$ cat config.mk
export PLATFORM = sky130hd
export DESIGN_NAME = mem_lsu
export DESIGN_NICKNAME = d
export VERILOG_FILES = /design/src/rtl/mem_lsu.sv
export SDC_FILE = /design/constraint.sdc
export NUM_CORES = 1
export LEC_CHECK = 0
export CORE_ASPECT_RATIO = 1.2
export CORE_MARGIN = 4
export CORE_UTILIZATION = 43
export CTS_CLUSTER_DIAMETER = 50
export CTS_CLUSTER_SIZE = 28
export DETAILED_ROUTE_END_ITERATION = 10
export GPL_TIMING_DRIVEN = 0
export PLACE_DENSITY = 0.79
export SLEW_MARGIN = 20
export SYNTH_ARGS = -nofsm -noshare
export SYNTH_HDL_FRONTEND = slang
export SYNTH_SLANG_ARGS = --single-unit
$ cat constraint.sdc
create_clock -name clk -period 7.35 [get_ports clk]
set_clock_uncertainty 0.2 [all_clocks]
set_input_delay 0.735 -clock clk [delete_from_list [all_inputs] [get_ports clk]]
set_output_delay 0.735 -clock clk [all_outputs]
set_load 0.01 [all_outputs]
$ cat src/rtl/mem_lsu.sv
// mem_lsu: MEM-stage load/store unit with a single-outstanding req/ack bus, big-endian lanes.
// Define LSU_BUS_TIMEOUT_EN to enable the 255-cycle bus watchdog and the bus_err pulse.
module mem_lsu (
  input  logic        clk,
  input  logic        rst,
  input  logic [7:0]  mem_aluop,
  input  logic [31:0] mem_addr,
  input  logic [31:0] mem_reg2,
  input  logic [4:0]  mem_wd,
  input  logic        mem_wreg,
  input  logic [31:0] mem_wdata,
  input  logic        flush,
  input  logic        wb_stall,
  output logic        bus_req,
  output logic        bus_we,
  output logic [31:0] bus_addr,
  output logic [3:0]  bus_sel,
  output logic [31:0] bus_wdata,
  input  logic        bus_ack,
  input  logic [31:0] bus_rdata,
  output logic [4:0]  wb_wd,
  output logic        wb_wreg,
  output logic [31:0] wb_wdata,
  output logic        stallreq,
  output logic        adel,
  output logic        ades,
  output logic        bus_err
);
  localparam logic [7:0] EXE_LB  = 8'b1110_0000;
  localparam logic [7:0] EXE_LH  = 8'b1110_0001;
  localparam logic [7:0] EXE_LW  = 8'b1110_0011;
  localparam logic [7:0] EXE_LBU = 8'b1110_0100;
  localparam logic [7:0] EXE_LHU = 8'b1110_0101;
  localparam logic [7:0] EXE_SB  = 8'b1110_1000;
  localparam logic [7:0] EXE_SH  = 8'b1110_1001;
  localparam logic [7:0] EXE_SW  = 8'b1110_1011;

  typedef enum logic [1:0] {StIdle, StBusy, StDone, StAbort} state_e;
  state_e state_q;

  logic [31:0] rbuf_q;
  logic        is_load, is_store, is_mem, misalign, start, timeout, err_hold;
  logic [3:0]  sel;
  logic [31:0] st_data, ld_data;
  logic [7:0]  ld_byte;
  logic [15:0] ld_half;

  assign is_mem = is_load | is_store;

  always_comb begin
    is_load  = 1'b0;
    is_store = 1'b0;
    misalign = 1'b0;
    sel      = 4'b0000;
    st_data  = mem_reg2;
    case (mem_aluop)
      EXE_LB, EXE_LBU: begin
        is_load = 1'b1;
        sel     = 4'b1000 >> mem_addr[1:0];
      end
      EXE_LH, EXE_LHU: begin
        is_load  = 1'b1;
        misalign = mem_addr[0];
        sel      = mem_addr[1] ? 4'b0011 : 4'b1100;
      end
      EXE_LW: begin
        is_load  = 1'b1;
        misalign = |mem_addr[1:0];
        sel      = 4'b1111;
      end
      EXE_SB: begin
        is_store = 1'b1;
        sel      = 4'b1000 >> mem_addr[1:0];
        st_data  = {4{mem_reg2[7:0]}};
      end
      EXE_SH: begin
        is_store = 1'b1;
        misalign = mem_addr[0];
        sel      = mem_addr[1] ? 4'b0011 : 4'b1100;
        st_data  = {2{mem_reg2[15:0]}};
      end
      EXE_SW: begin
        is_store = 1'b1;
        misalign = |mem_addr[1:0];
        sel      = 4'b1111;
      end
      default: ;
    endcase
  end

  // Lane extraction relies on EX/MEM holding the op while this unit stalls or sits in DONE.
  always_comb begin
    case (mem_addr[1:0])
      2'b00:   ld_byte = rbuf_q[31:24];
      2'b01:   ld_byte = rbuf_q[23:16];
      2'b10:   ld_byte = rbuf_q[15:8];
      default: ld_byte = rbuf_q[7:0];
    endcase
    ld_half = mem_addr[1] ? rbuf_q[15:0] : rbuf_q[31:16];
    case (mem_aluop)
      EXE_LB:  ld_data = {{24{ld_byte[7]}}, ld_byte};
      EXE_LBU: ld_data = {24'h0, ld_byte};
      EXE_LH:  ld_data = {{16{ld_half[15]}}, ld_half};
      EXE_LHU: ld_data = {16'h0, ld_half};
      default: ld_data = rbuf_q;
    endcase
  end

`ifdef LSU_BUS_TIMEOUT_EN
  logic [7:0] tmo_cnt_q;
  logic       bus_err_q;

  // Count 0..254 over 255 waiting cycles; the last one without ack retires the access.
  assign timeout  = (tmo_cnt_q == 8'd254) & ~bus_ack;
  assign err_hold = bus_err_q;
  assign bus_err  = bus_err_q;

  always_ff @(posedge clk or posedge rst) begin
    if (rst) begin
      tmo_cnt_q <= 8'd0;
      bus_err_q <= 1'b0;
    end else begin
      bus_err_q <= (state_q == StBusy || state_q == StAbort) && timeout;
      if ((state_q == StBusy || state_q == StAbort) && !bus_ack && !timeout) begin
        tmo_cnt_q <= tmo_cnt_q + 8'd1;
      end else begin
        tmo_cnt_q <= 8'd0;
      end
    end
  end
`else
  assign timeout  = 1'b0;
  assign err_hold = 1'b0;
  assign bus_err  = 1'b0;
`endif

  assign start = (state_q == StIdle) && is_mem && !misalign && !flush && !err_hold;

  always_comb begin
    wb_wd    = mem_wd;
    wb_wreg  = mem_wreg;
    wb_wdata = mem_wdata;
    stallreq = 1'b0;
    adel     = 1'b0;
    ades     = 1'b0;
    if (rst) begin
      wb_wd    = 5'd0;
      wb_wreg  = 1'b0;
      wb_wdata = 32'd0;
    end else begin
      case (state_q)
        StIdle: begin
          if (is_mem) begin
            wb_wreg  = 1'b0;
            stallreq = start;
            adel     = is_load & misalign & ~flush;
            ades     = is_store & misalign & ~flush;
          end
          if (err_hold) wb_wreg = 1'b0;
        end
        StBusy: begin
          stallreq = 1'b1;
          if (is_mem) wb_wreg = 1'b0;
        end
        StDone: begin
          if (is_load) wb_wdata = ld_data;
        end
        default: begin
          if (is_mem) begin
            stallreq = 1'b1;
            wb_wreg  = 1'b0;
          end
        end
      endcase
    end
  end

  always_ff @(posedge clk or posedge rst) begin
    if (rst) begin
      state_q   <= StIdle;
      bus_req   <= 1'b0;
      bus_we    <= 1'b0;
      bus_addr  <= 32'd0;
      bus_sel   <= 4'd0;
      bus_wdata <= 32'd0;
      rbuf_q    <= 32'd0;
    end else begin
      case (state_q)
        StIdle: begin
          if (start) begin
            state_q   <= StBusy;
            bus_req   <= 1'b1;
            bus_we    <= is_store;
            bus_addr  <= {mem_addr[31:2], 2'b00};
            bus_sel   <= sel;
            bus_wdata <= is_store ? st_data : 32'd0;
          end
        end
        StBusy: begin
          if (bus_ack) begin
            bus_req <= 1'b0;
            if (flush) begin
              state_q <= StIdle;
            end else begin
              rbuf_q  <= bus_rdata;
              state_q <= StDone;
            end
          end else if (timeout) begin
            bus_req <= 1'b0;
            state_q <= StIdle;
          end else if (flush) begin
            state_q <= StAbort;
          end
        end
        StDone: begin
          if (flush || !wb_stall) state_q <= StIdle;
        end
        default: begin
          if (bus_ack || timeout) begin
            bus_req <= 1'b0;
            state_q <= StIdle;
          end
        end
      endcase
    end
  end

endmodule

-- Word-level counts from Yosys, hierarchy flattened
Index checks and enable logic that the tools add are counted.
- equal/unequal tests: 15
- shift-type cells: 1
- muxes and demuxes: 37
- bitwise gates (word level): 7
- reductions and logical operators: 21
- operators by type and width (operator ; count):
    $mux W32 ; 4
    $pmux W32 S4 ; 1
    $eq A8 B8 Y1 const B ; 8
    $pmux W32 S2 ; 1
    $pmux W8 S3 ; 1
    $mux W1 ; 16
    $mux W16 ; 1
    $mux W2 ; 6
    $pmux W4 S3 ; 1
    $reduce_or A3 Y1 ; 3
    $pmux W2 S3 ; 1
    $reduce_and A3 Y1 ; 2
    $mux W5 ; 1
    $reduce_or A5 Y1 ; 1
    $and A1 B1 Y1 ; 4
    $eq A2 B1 Y1 const B ; 2
    $eq A2 B2 Y1 const B ; 2
    $logic_not A2 Y1 ; 2
    $mux W4 ; 1
    $ne A2 B2 Y1 const B ; 2
    $pmux W1 S2 ; 2
    $reduce_and A4 Y1 ; 1
    $reduce_bool A4 Y1 ; 1
    $reduce_or A2 Y1 ; 2
    10 further kinds ; 15
- bits in registers: 102
- input bits: 147
- output and inout bits: 112
- word-level logic and storage cells: 88

-- Longest topological paths before layout
Gate-level depths: netlist (run 1).
- depth after elaboration: 10
- depth in mapped cells: 9

-- Least setup slack after synthesis (run 1)
Ideal clock, no wire load.
- path type: in2out
- from: in rst
- to: out wb_wdata[0]
- data arrival time: 4723 ps
- data required time: 6415 ps
- slack: 1692 ps
- stages: 4
- cell sequence: inv_1 > clkbuf_1 > clkbuf_1 > o211a_1
- word-level cells in the longest chain between the ends: 1
- RTL lines (item ; RTL line ; text):
    from (decl) ; 5 ; input logic rst,
    $mux W32 ; 146 ; if (rst) begin
    to (decl) ; 23 ; output logic [31:0] wb_wdata,
No other way between the ends.

-- Final worst setup path (run 1)
- from: in mem_aluop[2]
- to: out wb_wdata[9]
- word-level cells in the longest chain between the ends: 6
- RTL lines (item ; RTL line ; text):
    from (decl) ; 6 ; input logic [7:0] mem_aluop,
    $eq A8 B8 Y1 (on tied branches) ; 56, 100 ;
    $reduce_or A5 Y1 (no source line) ; -- ;
    $mux W1 ; 56 ; case (mem_aluop)
    $mux W32 * ; 166 ; if (is_load) wb_wdata = ld_data;
    $mux W32 * ; 151 ; case (state_q)
    $mux W32 * ; 146 ;
Every way passes the cells marked *; elsewhere a longest branch is shown, timed or not.

==> results of run 1 <==
## cell usage after synthesis (all sizes together) (7+ instances only)
cell type  instances  share of area (%)
nor3               7               0.60
nor2b              9               0.96
clkbuf            23                1.5
o21a               9                1.1
nand3             15                1.3
mux2i             26                4.4
o41ai              7                1.0
a21oi             35                3.0
and3              17                1.8
nand2             56                3.7
nor2              30                2.1
buf               25                2.7
mux2              65                 14
dfrtp            102                 43
o21ai             58                4.9
mux4               7                2.7
a22o               8                1.2
## worst paths after layout
check | end | slack, ns | cells past startpoint
setup reg to reg | rbuf_q[28]$_DFFE_PP0P_ | 4.99 | 6
hold reg to reg | bus_wdata[23]$_DFFE_PP0P_ | 0.28 | 2
min in group asynchronous | bus_req$_DFFE_PP0P_ | 1.38 | 4
hold / removal | bus_wdata[23]$_DFFE_PP0P_ | 0.28 | 2
max in group asynchronous | bus_addr[30]$_DFFE_PP0P_ | 5.05 | 5
setup / recovery | wb_wdata[9] | 2.80 | 7
## stage by stage
stage                     setup slack (ns)  setup TNS [ns]
after floorplan                       1.69               0
after global placement              -0.983          -62.97
after detailed placement              2.83               0
after CTS                             2.82               0
after global routing                  2.60               0
final                                 2.80               0
## worst register-to-register path, delay by kind of cell (launching register included)
kind          cells  cell delay (ns)
buf+inv           2             0.67
mux               1             0.42
flops             1             0.37
simple gates      2             0.36
fa+ha+maj         1             0.24
## cells in the final DEF (no fill, tap or decap), types with 3 or more instances in the layout
cell / n
a221o_1: 3
inv_1: 5
o21a_1: 9
nor2b_1: 9
buf_4: 4
o41ai_1: 7
nor2_1: 28
nand2b_1: 3
mux2_4: 29
a31oi_1: 4
conb_1: 3
and2_1: 3
clkbuf_16: 9
dfrtp_1: 102
o21ai_0: 56
a22o_1: 8
and3_1: 17
nand3b_1: 5
a21o_1: 3
clkbuf_1: 22
nand2_1: 54
mux2i_1: 26
ha_1: 4
mux4_2: 7
mux2_2: 36
o211a_1: 3
a21oi_1: 34
nor3_1: 7
a221oi_1: 4
buf_1: 4
nand3_1: 15
buf_6: 5
buf_2: 12
o31ai_1: 3
clkdlybuf4s50_1: 251
## sequential cells by signal, indices dropped and copies added (netlist names)
| name | flops |
|---|---|
| rbuf_q | 32 |
| bus_req | 1 |
| bus_wdata | 32 |
| bus_addr | 30 |
| state_q | 2 |
| bus_sel | 4 |
| bus_we | 1 |
## kinds of logic after synthesis
logic type | Yosys count | share of synthesized area (%)
buffers and inverters | 54 | 4.59
adder cells (fa/ha/maj) | 4 | 0.851
multiplexers | 98 | 21.4
AO/OA/AOI/OAI | 147 | 16.5
AND/OR/NAND/NOR | 154 | 13.2
other | 1 | 0.0637
flip-flops | 102 | 43.4
## metal layers
metal  part of all wire [%]  global-route usage (%)  up-vias
met1                     38                    32.7     2730
met3                    7.8                    4.27       54
met2                     50                    45.7      293
met4                    3.8                    12.0        0
met5                      0                       0        -
li1                       -                       -     2565
## cell type report
class | instances | share of cell area [%]
Buffer | 48 | 2.80
Clock inverter | 6 | 0.586
Antenna cell | 1 | 0.0279
Sequential cell | 102 | 28.5
Inverter | 6 | 0.251
Tap cell | 168 | 2.34
Timing Repair Buffer | 253 | 28.6
Multi-Input combinational cell | 406 | 34.2
Clock buffer | 10 | 2.66
## power groups by stage
stage / combinational, uW / sequential (uW) / clock [uW]
after floorplan: 365 / 846 / 0
after global placement: 672 / 868 / 0
after detailed placement: 697 / 876 / 0
after CTS: 703 / 867 / 478
after global routing: 750 / 893 / 498
final: 700 / 875 / 468
==> metrics.md, run 1 <==
| Metric | Value |
|---|---|
| Achievable Freq | `220 MHz` |
| Clk slew on worst S/H paths | `roughly 0.07 ns` |
| Synth cell types | `56` |
| Initial antenna violation count | `1` |
| Final Cell Area | `8970 um^2` |
| Most used cell, CP | `clkdlybuf4s50_1` |
| Leak | `0.00398 uW` |
| Final WL | `21100 um` |
| Yosys reg bits | `102` |
| Hold buffers post-CTS | `0` |
| Worst-path maximum fanout | `10` |
| Sw Pwr | `around 650 uW` |
| Largest net degree at the start of global routing | `54` |
| Hold Startpoint | `bus_wdata[23]$_DFFE_PP0P_` |
| Core ar. | `13300 um^2` |
| Total power | `2040 uW` |
| Gr usage total | `roughly a quarter` |
| Iter 0 DRT Violations | `546` |
| Vias in the first global route | `5949` |
| Worst-Margin Slew | `0.727 ns` |
| Async SR Flop Fraction | `100%` |
| Startpoint Class | `input pin` |
| Buffers on Ports | `251` |
| Crit path max-delay cell type | `clkdlybuf4s50_1` |
| Post-Synthesis Cell Area | `5880 um^2` |
| Die H | `about 140 um` |
| Deepest clock path buffer count | `2` |
| Critical path cell sequence | `clkdlybuf4s50_1, nand2b_4, a2111oi_4, buf_2, nand2_2, o41ai_1, clkdlybuf4s50_1` |
| WP data required | `6.41 ns` |
| Layout area overhead | `52.4%` |
| Reg2reg start | `state_q[1]$_DFFE_PP0P_` |
| CTS Buf Count | `9` |
| CTS root buf | `clkbuf_16` |
| # rows | `46` |
| Share of cells above drive strength 1 | `14.7%` |
| CTS tree | `yes` |
| Reg area | `2550 um^2` |
| IO Pins | `259` |
| Antenna Nets Post-Route | `0` |
| Number of fill cells | `1055` |
| Worst Path Class, Setup | `in2out` |
| Pwr dens | `228 nW/um^2` |
| Seq/Total Area, Yosys | `a little over two fifths` |
| Core Util, Final | `67.4%` |
| Syn avg cell area | `10.5 um^2` |
| Max stage delay on crit path | `0.62 ns` |
| Synth Flop Type | `dfrtp_1` |
| EDFF count, synth | `0` |
| Final hold vios | `0` |
| Initial Utilization | `44.3%` |
| Post-synthesis cell count | `560` |
| Die X | `115 um` |
| Inst Count DP | `983` |
| Multi-input gate area | `3070 um^2` |
| Switching share of power | `31.8%` |
| Status | `complete, no violations` |
| CTS H-tree lvls | `3` |
| DP HPWL | `16300 um` |
| Post-layout min period | `between 4 and 5 ns` |
| Delay-heaviest family, CP | `buffers and inverters` |
| Comb pwr share | `34.3%` |
| Clock sinks | `102` |
| Non-Filler Instances | `1000` |
| Critical Path AT | `about 3.6 ns` |
| Post-DP Area | `8670 um^2` |
| Clk pwr share | `22.9%` |
| 1st-pass router iterations | `7` |
| Internal power | `1390 uW` |
| Nets | `between 900 and 1000` |
| Clk_lat worst skew | `0.34 ns` |
| Sequential group share of total power | `42.8%` |
| Worst Hold Class | `reg2reg` |
| Max-slew violations | `0` |
| Critical Path Start | `mem_aluop[2]` |
| Crit end category | `primary output` |
| Yosys warns | `0` |
| Via density | `5.64` |
| Global-route wire length before repair | `32300 um` |
| GRT overflow | `0` |
| RSZ-0062 raised after global routing | `false` |
| Drt wl/cell | `21.1 um` |
| Fin crit share | `61.9%` |
| Die ar. | `15600 um^2` |
| Rel. slew slack | `51.5%` |
| # Max-Cap Violations | `0` |
| Worst hold slack | `0.278 ns` |
| Crit path buf inv count | `3` |
| VDD IR max | `0.000175 V` |
| Post_cts resized | `0` |
| GP Congestion | `0.947` |
| Vias | `5642` |
| Setup bufs post-CTS | `0` |
| Final setup viols | `0` |
| DRC Markers | `0` |
Power figures use the tool's default switching activity.
==> inputs of run 2 (changes only) <==
- CORE_UTILIZATION: 43 -> 39
- PLACE_DENSITY: 0.79 -> 0.75
- clock period: 7.35 -> 4 ns (I/O delays scaled with it)
==> run 2 against run 1 <==
Effect of this change:
- setup slack lost 2.7 ns
- clock-buffer cell count is the same
- total power grew 89%
- critical path type unchanged
==> metrics.md, run 2 (synthesis results as in run 1) <==
| Metric | Value |
|---|---|
| Reg2reg path depth | `6 (unchanged)` |
| Clock sinks | `102 (unchanged)` |
| Internal power | `2660 uW (+91%)` |
| Most used cell, CP | `clkdlybuf4s50_1` |
| Nets | `976 (-0.10%)` |
| CTS root buf | `clkbuf_16` |
| Worst Path Class, Setup | `in2out` |
| Regs by FF count | `bus_wdata (32), rbuf_q (32), bus_addr (30)` |
| Layout area overhead | `53.5%` |
| Antenna Nets Post-Route | `0 (unchanged)` |
| Commonest non-fill, non-tap cell in the layout | `clkdlybuf4s50_1` |
| WP data required | `3.40 ns (-3.01 ns)` |
| Largest net degree at the start of global routing | `85 (+57%)` |
| Buffers on Ports | `251 (unchanged)` |
| GP Congestion | `0.896 (-5.3%)` |
| Rel. slew slack | `53.3% (+1.8 points)` |
| Deepest clock path buffer count | `2 (unchanged)` |
| Final hold vios | `0 (unchanged)` |
| GRT busiest layer | `met2` |
| Final WL | `21000 um (-0.23%)` |
| Crit path max-delay cell type | `clkdlybuf4s50_1` |
| Via density | `5.42 (-3.8%)` |
| CTS Buf Count | `9 (unchanged)` |
| Critical path cell sequence | `clkdlybuf4s50_1, nand2b_4, a2111oi_4, buf_2, nand2_2, o41ai_1, clkdlybuf4s50_1` |
| Sw Pwr | `1190 uW (+83%)` |
| Die H | `143 um (+4.7%)` |
| Startpoint Class | `input pin` |
| Setup bufs post-CTS | `0 (unchanged)` |
| Post-layout min period | `3.87 ns` |
| Crit end category | `primary output` |
| Final Cell Area | `9030 um^2 (+0.71%)` |
| Vias in the first global route | `5858 (-1.5%)` |
| Multi-input gate area | `3080 um^2 (+0.49%)` |
| Critical Path AT | `3.27 ns (-0.35 ns)` |
| Max-slew violations | `0 (unchanged)` |
| Met3 Track Usage GR | `4.49% (+0.22 points)` |
| CP Depth | `7 (unchanged)` |
| RSZ-0062 raised after global routing | `false` |
| Hold depth | `1 (-1)` |
| Switching share of power | `30.9% (-0.93 points)` |
| Met1 global-route usage | `29.5% (-3.2 points)` |
| Clk slew on worst S/H paths | `0.07 ns (about the same)` |
| # rows | `48 (+4.3%)` |
| Sequential group share of total power | `41.8% (-1.0 points)` |
| Most frequent cells in the layout | `clkdlybuf4s50_1, dfrtp_1, o21ai_0, nand2_1, mux2_2` |
| Core Util, Final | `61.9% (-5.6 points)` |
| Delay-heaviest family, CP | `buffers and inverters` |
| IO Pins | `259 (unchanged)` |
| Comb pwr share | `33.3% (-1.0 points)` |
| # Max-Cap Violations | `0 (unchanged)` |
| Vias | `5593 (-0.87%)` |
| Initial Utilization | `40.3% (-3.9 points)` |
| Die X | `120 um (+4.7%)` |
| Global-route wire length before repair | `32300 um (+0.15%)` |
| CTS H-tree lvls | `3 (unchanged)` |
| Pwr dens | `427 nW/um^2 (+87%)` |
| Die ar. | `17100 um^2 (+9.6%)` |
| Status | `complete, no violations` |
| Total power | `3850 uW (+89%)` |
| Number of fill cells | `1236 (+17%)` |
| Met2 Resource Use GR | `40.4% (-5.3 points)` |
| Share of cells above drive strength 1 | `14.7% (+0.018 points)` |
| TNS Setup | `0 ns (unchanged)` |
| DRC Markers | `0 (unchanged)` |
| Fin crit share | `a little over nine tenths` |
| Final setup viols | `0 (unchanged)` |
| Clk_lat worst skew | `0.35 ns (about the same)` |
| Crit path buf inv count | `3 (unchanged)` |
| GRT overflow | `0 (unchanged)` |
| Clk pwr share | `24.9% (+2.0 points)` |
| Worst-Margin Slew | `0.701 ns (-0.0268 ns)` |
| Reg area | `2550 um^2 (unchanged)` |
| CTS tree | `yes` |
| VDD IR max | `0.000303 V (+73%)` |
| DP HPWL | `16400 um (+0.41%)` |
| Initial antenna violation count | `1 (unchanged)` |
| Post-DP Area | `8690 um^2 (+0.22%)` |
| Core ar. | `14600 um^2 (+9.8%)` |
| Worst Hold Class | `reg2reg` |
| Hold buffers post-CTS | `0 (unchanged)` |
| Gr usage total | `24.0% (-2.6 points)` |
| 1st-pass router iterations | `5 (-2)` |
| Drt wl/cell | `20.4 um (-3.2%)` |
| Leak | `0.00399 uW (+0.29%)` |
| Worst-path maximum fanout | `10 (unchanged)` |
| Achievable Freq | `258 MHz` |
| Max stage delay on crit path | `0.62 ns (about the same)` |
| Iter 0 DRT Violations | `418 (-23%)` |
[run 2: cell count changes in the layout (fill, tap and decap cells not counted)]
cell       before  now
clkbuf_1       22   23
inv_8           2    1
bufinv_16       0    2
o41ai_2         0    2
o41ai_1         7    5
clkbuf_4        1    0
clkinv_4        1    0
buf_16          2    1
[run 2: path summary, 6_finish.rpt]
path	slack (ns)	startpoint	endpoint
worst max-delay path	0.13	mem_aluop[2]	wb_wdata[8]
worst min-delay path	0.28	bus_we$_DFFE_PP0P_	bus_we$_DFFE_PP0P_
worst max register to register	1.65	state_q[1]$_DFFE_PP0P_	rbuf_q[23]$_DFFE_PP0P_
worst min register to register	0.28	bus_we$_DFFE_PP0P_	bus_we$_DFFE_PP0P_
max in group asynchronous	1.90	rst	bus_wdata[1]$_DFFE_PP0P_
min in group asynchronous	0.99	rst	bus_addr[8]$_DFFE_PP0P_
[run 2: routing by layer]
| layer | routed length, um | share of wire (%) |
|---|---|---|
| met2 | 10500 | 50 |
| met4 | 830 | 3.9 |
| met3 | 1380 | 6.6 |
| met1 | 8330 | 40 |
| met5 | 0 | 0 |
[run 2: stage by stage]
step | hold slack, ns | instances | setup WS (ns)
3_3_place_gp | 0.261 | 1013 | -1.18
3_5_place_dp | 0.266 | 1014 | 0.168
2_1_floorplan | 0.302 | 562 | 0.786
5_1_grt | 0.293 | 1031 | 0.0177
4_1_cts | 0.281 | 1030 | 0.0972
6_report | 0.277 | 1031 | 0.126
[run 2: layout make-up]
| type | instances | share of cell area, % |
|---|---|---|
| Tap cell | 200 | 2.77 |
| Timing Repair Buffer | 252 | 28.1 |
| Multi-Input combinational cell | 406 | 34.2 |
| Antenna cell | 1 | 0.0277 |
| Inverter | 6 | 0.249 |
| Clock inverter | 6 | 1.03 |
| Sequential cell | 102 | 28.3 |
| Clock buffer | 10 | 2.54 |
| Buffer | 48 | 2.85 |
[run 2: repair_timing]
item,CTS,global route
hold endpoints to repair,0,0
setup endpoints to repair,0,2
resized for setup,0,2
[run 2: worst register-to-register path: stages (launching register included)]
cell and delay [ns]:
dfrtp_1 0.37, inv_1 0.09, ha_1 0.23, nor2b_1 0.17, nand2_1 0.20, buf_1 0.57
mux2_2 0.41
[run 2: power groups by stage]
stage	Combinational [uW]	Sequential [uW]	Clock, uW
floorplan	671	1550	0
global placement	1240	1590	0
detailed placement	1280	1610	0
CTS	1290	1590	971
global route	1380	1640	1010
finish	1280	1610	960
